[src/rtl/pipe_pkg.sv]
// Shared types and constants for the pipeline hazard controller.
package pipe_pkg;

  // Next-PC source select driven into the PC mux.
  typedef enum logic [1:0] {
    PC_SEL_SEQ = 2'b00,
    PC_SEL_BR  = 2'b01,
    PC_SEL_EXC = 2'b10,
    PC_SEL_RST = 2'b11
  } pc_sel_e;

  // Mult/div occupancy FSM states.
  typedef enum logic {
    ST_RUN     = 1'b0,
    ST_MD_BUSY = 1'b1
  } md_state_e;

  localparam logic [31:0] EXC_VECTOR = 32'h0000_4180;
  localparam logic [31:0] RESET_PC   = 32'h0000_3000;
  localparam int          MD_CNT_W   = 4;

endpackage

[src/rtl/pipe_hazard_ctrl_if.sv]
// ID/EX hazard inputs and PC/IF-ID control outputs of the hazard controller.
// master = pipeline side, slave = the controller.
interface pipe_hazard_ctrl_if;
  import pipe_pkg::*;

  logic [4:0]  id_rs_addr;
  logic [4:0]  id_rt_addr;
  logic        id_uses_rt;
  logic        ex_mem_read;
  logic [4:0]  ex_rd_addr;
  logic        id_md_op;
  logic        id_md_use;
  logic        id_branch_taken;
  logic [31:0] id_branch_target;
  logic        exc_req;

  logic        pc_we;
  pc_sel_e     pc_sel;
  logic [31:0] redirect_pc;
  logic        ifid_we;
  logic        ifid_flush;
  logic        idex_flush;
  logic        md_busy;

  modport master (
    output id_rs_addr, id_rt_addr, id_uses_rt, ex_mem_read, ex_rd_addr,
           id_md_op, id_md_use, id_branch_taken, id_branch_target, exc_req,
    input  pc_we, pc_sel, redirect_pc, ifid_we, ifid_flush, idex_flush, md_busy
  );

  modport slave (
    input  id_rs_addr, id_rt_addr, id_uses_rt, ex_mem_read, ex_rd_addr,
           id_md_op, id_md_use, id_branch_taken, id_branch_target, exc_req,
    output pc_we, pc_sel, redirect_pc, ifid_we, ifid_flush, idex_flush, md_busy
  );

endinterface

[src/rtl/pipe_hazard_ctrl_hazard_detect.sv]
// Combinational hazard detection: load-use against the EX load, and HI/LO
// access while the mult/div unit is still working.
module hazard_detect (
  input  logic [4:0] id_rs_addr,
  input  logic [4:0] id_rt_addr,
  input  logic       id_uses_rt,
  input  logic       ex_mem_read,
  input  logic [4:0] ex_rd_addr,
  input  logic       md_busy,
  input  logic       id_md_use,
  output logic       stall
);

  logic lu_haz;
  logic md_haz;

  // $zero is never a real producer, so a load targeting r0 cannot hazard.
  assign lu_haz = ex_mem_read && (ex_rd_addr != 5'd0) &&
                  ((ex_rd_addr == id_rs_addr) ||
                   (id_uses_rt && (ex_rd_addr == id_rt_addr)));

  assign md_haz = md_busy && id_md_use;

  assign stall  = lu_haz || md_haz;

endmodule

[src/rtl/pipe_hazard_ctrl.sv]
// Stall/flush/redirect scheduler for the 5-stage MIPS32 pipeline.
// Priority: reset > exception > stall > taken branch > sequential.
// Optional macro PIPE_PERF_CNT_EN adds stall/flush performance counters.
// MD_LAT legal range is 1..15 (4-bit counter).
module pipe_hazard_ctrl #(
  parameter int unsigned MD_LAT     = 4,
  parameter logic [31:0] EXC_VECTOR = pipe_pkg::EXC_VECTOR,
  parameter logic [31:0] RESET_PC   = pipe_pkg::RESET_PC
) (
  input  logic               clk,
  input  logic               rst,
  pipe_hazard_ctrl_if.slave  bus
`ifdef PIPE_PERF_CNT_EN
  ,
  output logic [31:0]        perf_stall_cnt,
  output logic [31:0]        perf_flush_cnt
`endif
);
  import pipe_pkg::*;

  localparam logic [MD_CNT_W-1:0] MD_LAT_CNT = MD_LAT[MD_CNT_W-1:0];

  md_state_e           state_q, state_d;
  logic [MD_CNT_W-1:0] md_cnt_q, md_cnt_d;
  logic                md_busy;
  logic                stall;
  logic                md_issue;

  // Busy is forced low during reset so outputs are clean before the first edge.
  assign md_busy     = !rst && (md_cnt_q != '0);
  assign bus.md_busy = md_busy;

  hazard_detect u_hazard_detect (
    .id_rs_addr  (bus.id_rs_addr),
    .id_rt_addr  (bus.id_rt_addr),
    .id_uses_rt  (bus.id_uses_rt),
    .ex_mem_read (bus.ex_mem_read),
    .ex_rd_addr  (bus.ex_rd_addr),
    .md_busy     (md_busy),
    .id_md_use   (bus.id_md_use),
    .stall       (stall)
  );

  // A mult/div leaves ID only when nothing holds or squashes it.
  assign md_issue = bus.id_md_op && !stall && !bus.exc_req;

  // State register for the mult/div occupancy FSM and its countdown.
  // NOTE: sequential state uses non-blocking (<=) so every flop samples
  // pre-edge values; blocking here would create order-dependent races.
  always_ff @(posedge clk) begin
    if (rst) begin
      state_q  <= ST_RUN;
      md_cnt_q <= '0;
    end else begin
      state_q  <= state_d;
      md_cnt_q <= md_cnt_d;
    end
  end

  // Next-state: load latency on issue, count down to zero while busy.
  // Exceptions do not cancel the mult/div unit, so counting continues.
  // NOTE: every always_comb output gets a default first; a path that leaves a
  // variable unassigned would infer a latch.
  always_comb begin
    state_d  = state_q;
    md_cnt_d = md_cnt_q;
    unique case (state_q)
      ST_RUN: begin
        if (md_issue) begin
          state_d  = ST_MD_BUSY;
          md_cnt_d = MD_LAT_CNT;
        end
      end
      ST_MD_BUSY: begin
        if (md_cnt_q <= 1) begin
          state_d  = ST_RUN;
          md_cnt_d = '0;
        end else begin
          md_cnt_d = md_cnt_q - 1'b1;
        end
      end
      default: begin
        state_d  = ST_RUN;
        md_cnt_d = '0;
      end
    endcase
  end

  // Priority mux driving PC write-enable, next-PC select and pipeline flushes.
  always_comb begin
    bus.pc_we       = 1'b1;
    bus.pc_sel      = PC_SEL_SEQ;
    bus.redirect_pc = '0;
    bus.ifid_we     = 1'b1;
    bus.ifid_flush  = 1'b0;
    bus.idex_flush  = 1'b0;
    if (rst) begin
      bus.pc_sel      = PC_SEL_RST;
      bus.redirect_pc = RESET_PC;
      bus.ifid_we     = 1'b0;
      bus.ifid_flush  = 1'b1;
      bus.idex_flush  = 1'b1;
    end else if (bus.exc_req) begin
      // Both young stages are squashed; the flush loads the bubble.
      bus.pc_sel      = PC_SEL_EXC;
      bus.redirect_pc = EXC_VECTOR;
      bus.ifid_we     = 1'b0;
      bus.ifid_flush  = 1'b1;
      bus.idex_flush  = 1'b1;
    end else if (stall) begin
      // Hold PC and IF/ID; a pending branch re-resolves next cycle.
      bus.pc_we      = 1'b0;
      bus.ifid_we    = 1'b0;
      bus.idex_flush = 1'b1;
    end else if (bus.id_branch_taken) begin
      // Delay-slot instruction already in IF proceeds, so no IF/ID flush.
      bus.pc_sel      = PC_SEL_BR;
      bus.redirect_pc = bus.id_branch_target;
    end
  end

`ifdef PIPE_PERF_CNT_EN
  // Performance counters: stall cycles not overridden by an exception, and
  // exception flush cycles. Both wrap naturally at 2^32.
  always_ff @(posedge clk) begin
    if (rst) begin
      perf_stall_cnt <= '0;
      perf_flush_cnt <= '0;
    end else begin
      if (stall && !bus.exc_req) perf_stall_cnt <= perf_stall_cnt + 32'd1;
      if (bus.exc_req)           perf_flush_cnt <= perf_flush_cnt + 32'd1;
    end
  end
`endif

endmodule

[src/flat_wrapper.sv]
// flat-port wrapper written by rule: the top's interface ports become plain ports
module pipe_hazard_ctrl_flat import pipe_pkg::*;
#(
  parameter int unsigned MD_LAT     = 4,
  parameter logic [31:0] EXC_VECTOR = pipe_pkg::EXC_VECTOR,
  parameter logic [31:0] RESET_PC   = pipe_pkg::RESET_PC
)
  (clk, rst, bus_id_rs_addr, bus_id_rt_addr, bus_id_uses_rt, bus_ex_mem_read, bus_ex_rd_addr, bus_id_md_op, bus_id_md_use, bus_id_branch_taken, bus_id_branch_target, bus_exc_req, bus_pc_we, bus_pc_sel, bus_redirect_pc, bus_ifid_we, bus_ifid_flush, bus_idex_flush, bus_md_busy);
  pipe_hazard_ctrl_if bus_i ();
  input  logic clk;
  input  logic rst;
  input wire logic [$bits(bus_i.id_rs_addr)-1:0] bus_id_rs_addr;
  input wire logic [$bits(bus_i.id_rt_addr)-1:0] bus_id_rt_addr;
  input wire logic [$bits(bus_i.id_uses_rt)-1:0] bus_id_uses_rt;
  input wire logic [$bits(bus_i.ex_mem_read)-1:0] bus_ex_mem_read;
  input wire logic [$bits(bus_i.ex_rd_addr)-1:0] bus_ex_rd_addr;
  input wire logic [$bits(bus_i.id_md_op)-1:0] bus_id_md_op;
  input wire logic [$bits(bus_i.id_md_use)-1:0] bus_id_md_use;
  input wire logic [$bits(bus_i.id_branch_taken)-1:0] bus_id_branch_taken;
  input wire logic [$bits(bus_i.id_branch_target)-1:0] bus_id_branch_target;
  input wire logic [$bits(bus_i.exc_req)-1:0] bus_exc_req;
  output wire logic [$bits(bus_i.pc_we)-1:0] bus_pc_we;
  output wire logic [$bits(bus_i.pc_sel)-1:0] bus_pc_sel;
  output wire logic [$bits(bus_i.redirect_pc)-1:0] bus_redirect_pc;
  output wire logic [$bits(bus_i.ifid_we)-1:0] bus_ifid_we;
  output wire logic [$bits(bus_i.ifid_flush)-1:0] bus_ifid_flush;
  output wire logic [$bits(bus_i.idex_flush)-1:0] bus_idex_flush;
  output wire logic [$bits(bus_i.md_busy)-1:0] bus_md_busy;
  assign bus_i.id_rs_addr = bus_id_rs_addr;
  assign bus_i.id_rt_addr = bus_id_rt_addr;
  assign bus_i.id_uses_rt = bus_id_uses_rt;
  assign bus_i.ex_mem_read = bus_ex_mem_read;
  assign bus_i.ex_rd_addr = bus_ex_rd_addr;
  assign bus_i.id_md_op = bus_id_md_op;
  assign bus_i.id_md_use = bus_id_md_use;
  assign bus_i.id_branch_taken = bus_id_branch_taken;
  assign bus_i.id_branch_target = bus_id_branch_target;
  assign bus_i.exc_req = bus_exc_req;
  assign bus_pc_we = bus_i.pc_we;
  assign bus_pc_sel = bus_i.pc_sel;
  assign bus_redirect_pc = bus_i.redirect_pc;
  assign bus_ifid_we = bus_i.ifid_we;
  assign bus_ifid_flush = bus_i.ifid_flush;
  assign bus_idex_flush = bus_i.idex_flush;
  assign bus_md_busy = bus_i.md_busy;
  pipe_hazard_ctrl #(.MD_LAT(MD_LAT), .EXC_VECTOR(EXC_VECTOR), .RESET_PC(RESET_PC)) u_core (.clk(clk), .rst(rst), .bus(bus_i));
endmodule
[config.mk]
export PLATFORM = sky130hd
export DESIGN_NAME = pipe_hazard_ctrl_flat
export DESIGN_NICKNAME = d
export VERILOG_FILES = /design/src/rtl/pipe_pkg.sv /design/src/rtl/pipe_hazard_ctrl_if.sv /design/src/rtl/pipe_hazard_ctrl_hazard_detect.sv /design/src/rtl/pipe_hazard_ctrl.sv /design/src/flat_wrapper.sv
export SDC_FILE = /design/constraint.sdc
export NUM_CORES = 1
export LEC_CHECK = 0
export CORE_ASPECT_RATIO = 1.2
export CORE_MARGIN = 3
export CORE_UTILIZATION = 25
export CTS_BUF_LIST = sky130_fd_sc_hd__clkbuf_4
export DETAILED_ROUTE_END_ITERATION = 7
export PLACE_DENSITY = 0.78
export SLEW_MARGIN = 15
export SYNTH_ARGS = -nofsm -noshare
export SYNTH_HDL_FRONTEND = slang
export SYNTH_SLANG_ARGS = --single-unit
[constraint.sdc]
create_clock -name clk -period 2.57 [get_ports clk]
set_input_delay 0.6425 -clock clk [delete_from_list [all_inputs] [get_ports clk]]
set_output_delay 0.6425 -clock clk [all_outputs]
set_load 0.05 [all_outputs]
==> out/results.ini <==
[outcome]
status=complete, but fails checks
violations=negative setup slack

[global_routing]
grt_overflow_total=0
grt_pass1_vias=1423
track_usage_pct=23.3
grt_pass1_wl_um=6890
grt_max_degree=8
antenna_found_initial=0

[cts]
clock_latency_ns=0.25
clk_pin_slew_worst_paths_ns=0.04
cts_hold_buf=0
cts_buffer_depth=2
cts_sinks=5
cts_tree=done
cts_buffers=3
htreeDepth=1
root_buffer=clkbuf_4

[routing]
via_count=1307
finalWirelength_um=4760
wire_per_inst_um=18.7
ant_nets=0
drc=0
dr.pass1.iters=4
vias_per_cell=5.15
drtIter0Drc=38

[sta]
hold_viol=0
finalHoldWorstSlack_ns=0.510
period_needed_ns=2.84
clock.fmax_ghz=0.352
setup_slack_ns=-0.270
tightest_slew_ns=0.411
min_period_over_period_pct=110
slew_violations=0
relSlewSlack_pct=72.3
fin_tns_setup_ns=-7.90
rsz0062_at_grt=yes
setup_viol=36
finClkSkew_ns=0.00442

[logic_synthesis]
syn-num-nets=162
synthXorXnorAreaFrac_pct=10.8
synth_top_family_by_area=simple AND/OR/NAND/NOR gates
synthCells=105
synth_area_leader_cell=and2_4
synthMuxAreaShare_pct=1.38
synth_ff_type=dfxtp_1
synth-edff-count=0
yosysSeqAreaShare_pct=12.3
ys_ff_latch=5
synthSimpleGateAreaFrac_pct=42.6
synth-compound-area-share_pct=22.5
avgSynthCellArea_sq_um=7.75
yosys-top-cells-area=and2_4 (17%), dfxtp_1 (12%), xor2_1 (9.7%)
yosysTopAreaCellShare_pct=17.2
synth-adder-area-share_pct=3.08
synth_cell_types=33
netlist_area_sq_um=813
async_flop_share_pct=0
yosysWarningCount=0

[worst_setup_path]
start_kind=input port
critPathCaptureType=primary output
r2r_slack_ns=0.77
worst-setup-path-type=input port to primary output
cp_max_fo=7
worstPathRequired_ns=1.93
arrival_ns=2.20

[floorplan]
placementRows=22
start_util_pct=26.4
fp.dieH_um=68.5
design.die.area_sq_um=3980
pin_count=94
die_w_um=58.1
coreArea_sq_um=3080

[final_layout]
multi_input_area_sq_um=807
final_cells=254
nFillCells=180
final_area_sq_um=2470
register_area_sq_um=100
fin_nets=276
final_layout_size_suffix_gt1_share_pct=55.5
syn_to_final_growth_pct=204
num_antenna_cells=0

[placed_design]
dpl.cell_count=244
gp_congestion=0.771
port_buffers=93
post-place-ws_ns=-0.744
place_area_sq_um=2340
dp_hpwl_um=3660

[run]
drv_cap=0

[power_and_ir_drop]
p_leak_nw=1.04
vdd_drop_max_mv=0.334
power_density_nw_per_um2=257

[worst_hold_path]
hold_class=flip-flop to flip-flop

[synthesized netlist by cell type, types with 2 or more instances]
library cell / n
a31o_2: 2
o2111ai_1: 3
o21ai_0: 6
dfxtp_1: 5
nand2_1: 7
xor2_1: 9
a21oi_1: 5
nor3_1: 2
inv_1: 7
and2_2: 7
nor2_1: 10
ha_1: 2
and2_1: 4
and2_4: 16
buf_6: 2
[kinds of logic after synthesis]
group,count (synthesis)
xor+xnor,10
compound gates,23
flops,5
mux,1
buf+inv,11
simple gates,53
fa+ha+maj,2
[final timing paths]
check	startpoint	to	cells past startpoint
worst max-delay path	bus_ex_rd_addr[0]	bus_redirect_pc[27]	7
worst min register to register	u_core.md_cnt_q[1]	u_core.md_cnt_q[1]	1
worst min-delay path	u_core.md_cnt_q[1]	u_core.md_cnt_q[1]	1
worst max register to register	u_core.md_cnt_q[0]	u_core.md_cnt_q[3]	6
[registers in the layout, summed over array words and instances (netlist names)]
signal and count:
u_core.md_cnt_q 4, u_core.state_q 1
[through the flow]
step	total power, W	utilization [%]
3_5_place_dp	0.000509	75.8
2_1_floorplan	0.000271	-
4_1_cts	0.000632	79.7
3_3_place_gp	0.000496	75.8
6_report	0.000634	80.1
5_1_grt	0.000659	80.1
[worst max-delay path, cell delays in order]
cell and delay (ns):
buf_6 0.10, or4_4 0.54, o21ai_4 0.17, buf_12 0.13, o2111a_2 0.29, and2_4 0.19, buf_12 0.13
[power by group]
group,switching [W],internal (W)
registers,0.00000539,0.0000820
clock network,0.0000360,0.0000695
logic,0.000208,0.000233
total,0.000249,0.000385
[placed cells by master, fill, tap and decap left out, drive strengths merged, types with 2 or more instances in the layout]
| master | count |
|---|---|
| ha | 2 |
| dlygate4sd2 | 7 |
| a21oi | 5 |
| dfxtp | 5 |
| nor2 | 10 |
| o2111a | 4 |
| o21ai | 7 |
| and2 | 27 |
| buf | 65 |
| nor3 | 2 |
| clkdlybuf4s50 | 38 |
| xor2 | 9 |
| clkbuf | 4 |
| a31o | 2 |
| o2111ai | 3 |
| inv | 7 |
| nand2 | 7 |
[what timing repair did]
item / in CTS / in global routing
gates cloned: 3 / 0
gates resized for setup: 60 / 2
setup endpoints to repair: 38 / 38
pin swaps: 47 / 10
buffers inserted: 3 / 0
[layout make-up]
class / count / area share (%)
timing repair buffer: 110 / 59.1
multi-input combinational: 92 / 32.7
sequential: 5 / 4.05
tap: 36 / 1.82
clock buffer: 4 / 1.22
inverter: 7 / 1.06
[metal layers]
layer  global-route usage [%]  vias up  share of wire (%)
li1                         -      597                  -
met3                     4.15       12                7.8
met5                        0        -                  0
met4                     9.28        0                2.6
met1                     19.4      601                 29
met2                     51.7       97                 61
No activity file was read; power rests on OpenSTA's default activity.
==> RTL change: new RTL, same settings <==
`MD_CNT_W`: 4 -> 5.
--- a/src/rtl/pipe_pkg.sv
+++ b/src/rtl/pipe_pkg.sv
@@ -19,3 +19,3 @@
   localparam logic [31:0] RESET_PC   = 32'h0000_3000;
-  localparam int          MD_CNT_W   = 4;
+  localparam int          MD_CNT_W   = 5;
 
Behaviour: no difference found for any inputs over 10 cycles, from zero or initial values and one cycle with rst high; that may be too few to reach the edited logic, so the function may still have changed.
==> RTL change against the original RTL <==
Fmax down 4.5%; power up 5.2%; routed wire length up 27%; sequential cell count up 1; the flow still finishes with violations (setup timing); critical path type unchanged; die area up 3.3%; synthesized area up 3.7%; sequential power up 18%; setup slack worse by 140 ps; largest cell class unchanged; final area up 8.4%.
==> RTL change: results <==
[outcome]
outcome = "finished with violations"
violations = "setup timing"

[finish]
multi_input_cells = 98
multi_input_area_um2 = 961
reg_top3 = "u_core.md_cnt_q x5, u_core.state_q x1"
buffers_excl_clock = 114
area_delta_synth_final_pct = 217
clock_area_share_pct = 0.842
drive_gt1_share_pct = 55.9
diodes = 1
fillers = 138
regArea_um2 = 120

[global_route]
grt_max_degree = 9
grt_pass1_wl_mm = 8.45
grtUsageTotal_pct = 27.3

[hold_path]
whs_path_depth = 2

[placement]
postPlaceCellArea_mm2 = 0.00244
gp_congestion = 0.921
place_hpwl_mm = 4.11

[synth]
ys_seq_area_share_pct = 14.2
synthTopCellsByArea = "and2_1, dfxtp_1, xor2_1"
syn-cell-area_um2 = 843

[sta]
setup_viol = 36
layout_setup_ws_ps = -405
whs_ps = 528
maxSlewHeadroom_pct = 72.6

[worst_setup_path]
r2r_start = "u_core.md_cnt_q[2]$_SDFFE_PP0P_"
cp_top_family = "buffers and inverters"
cp_slowest_cell = "o2111a_2"
arrival_ps = 2330
critPathLaunch = "bus_id_rs_addr[1]"
critPathCapture = "bus_redirect_pc[10]"
slowest_delay_ps = 320

[power]
ir_drop_uv = 261
p_leak_uw = 0.00109
comb_power_share_pct = 71.4

[drt]
routedWlPerCell_um = 22.8

[cts]
post_cts_buffers = 4
RTL change: cells by family (layout without fill, tap and decap cells):
| family | after synthesis | in the layout | synth area share (%) |
|---|---|---|---|
| AO/OA/AOI/OAI | 28 | 31 | 26.4 |
| XOR/XNOR | 10 | 10 | 10.4 |
| adder cells (fa/ha/maj) | 3 | 3 | 4.45 |
| buffers and inverters | 13 | 125 | 8.01 |
| flip-flops | 6 | 6 | 14.2 |
| other | 0 | 1 | 0 |
| AND/OR/NAND/NOR | 54 | 54 | 36.5 |
RTL change: per-stage QoR:
| step | instances | total power, µW |
|---|---|---|
| final | 266 | 667 |
| after global routing | 266 | 692 |
| after CTS | 262 | 650 |
| after detailed placement | 252 | 532 |
| after global placement | 252 | 520 |
| after floorplan | 114 | 291 |
RTL change: metal layers:
layer | vias to the layer above | share of wire, % | GRT usage [%]
met5 | - | 0 | 0
met4 | 0 | 1.4 | 6.55
met3 | 8 | 10 | 9.12
met2 | 99 | 53 | 49.9
met1 | 705 | 35 | 28.9
li1 | 644 | - | -
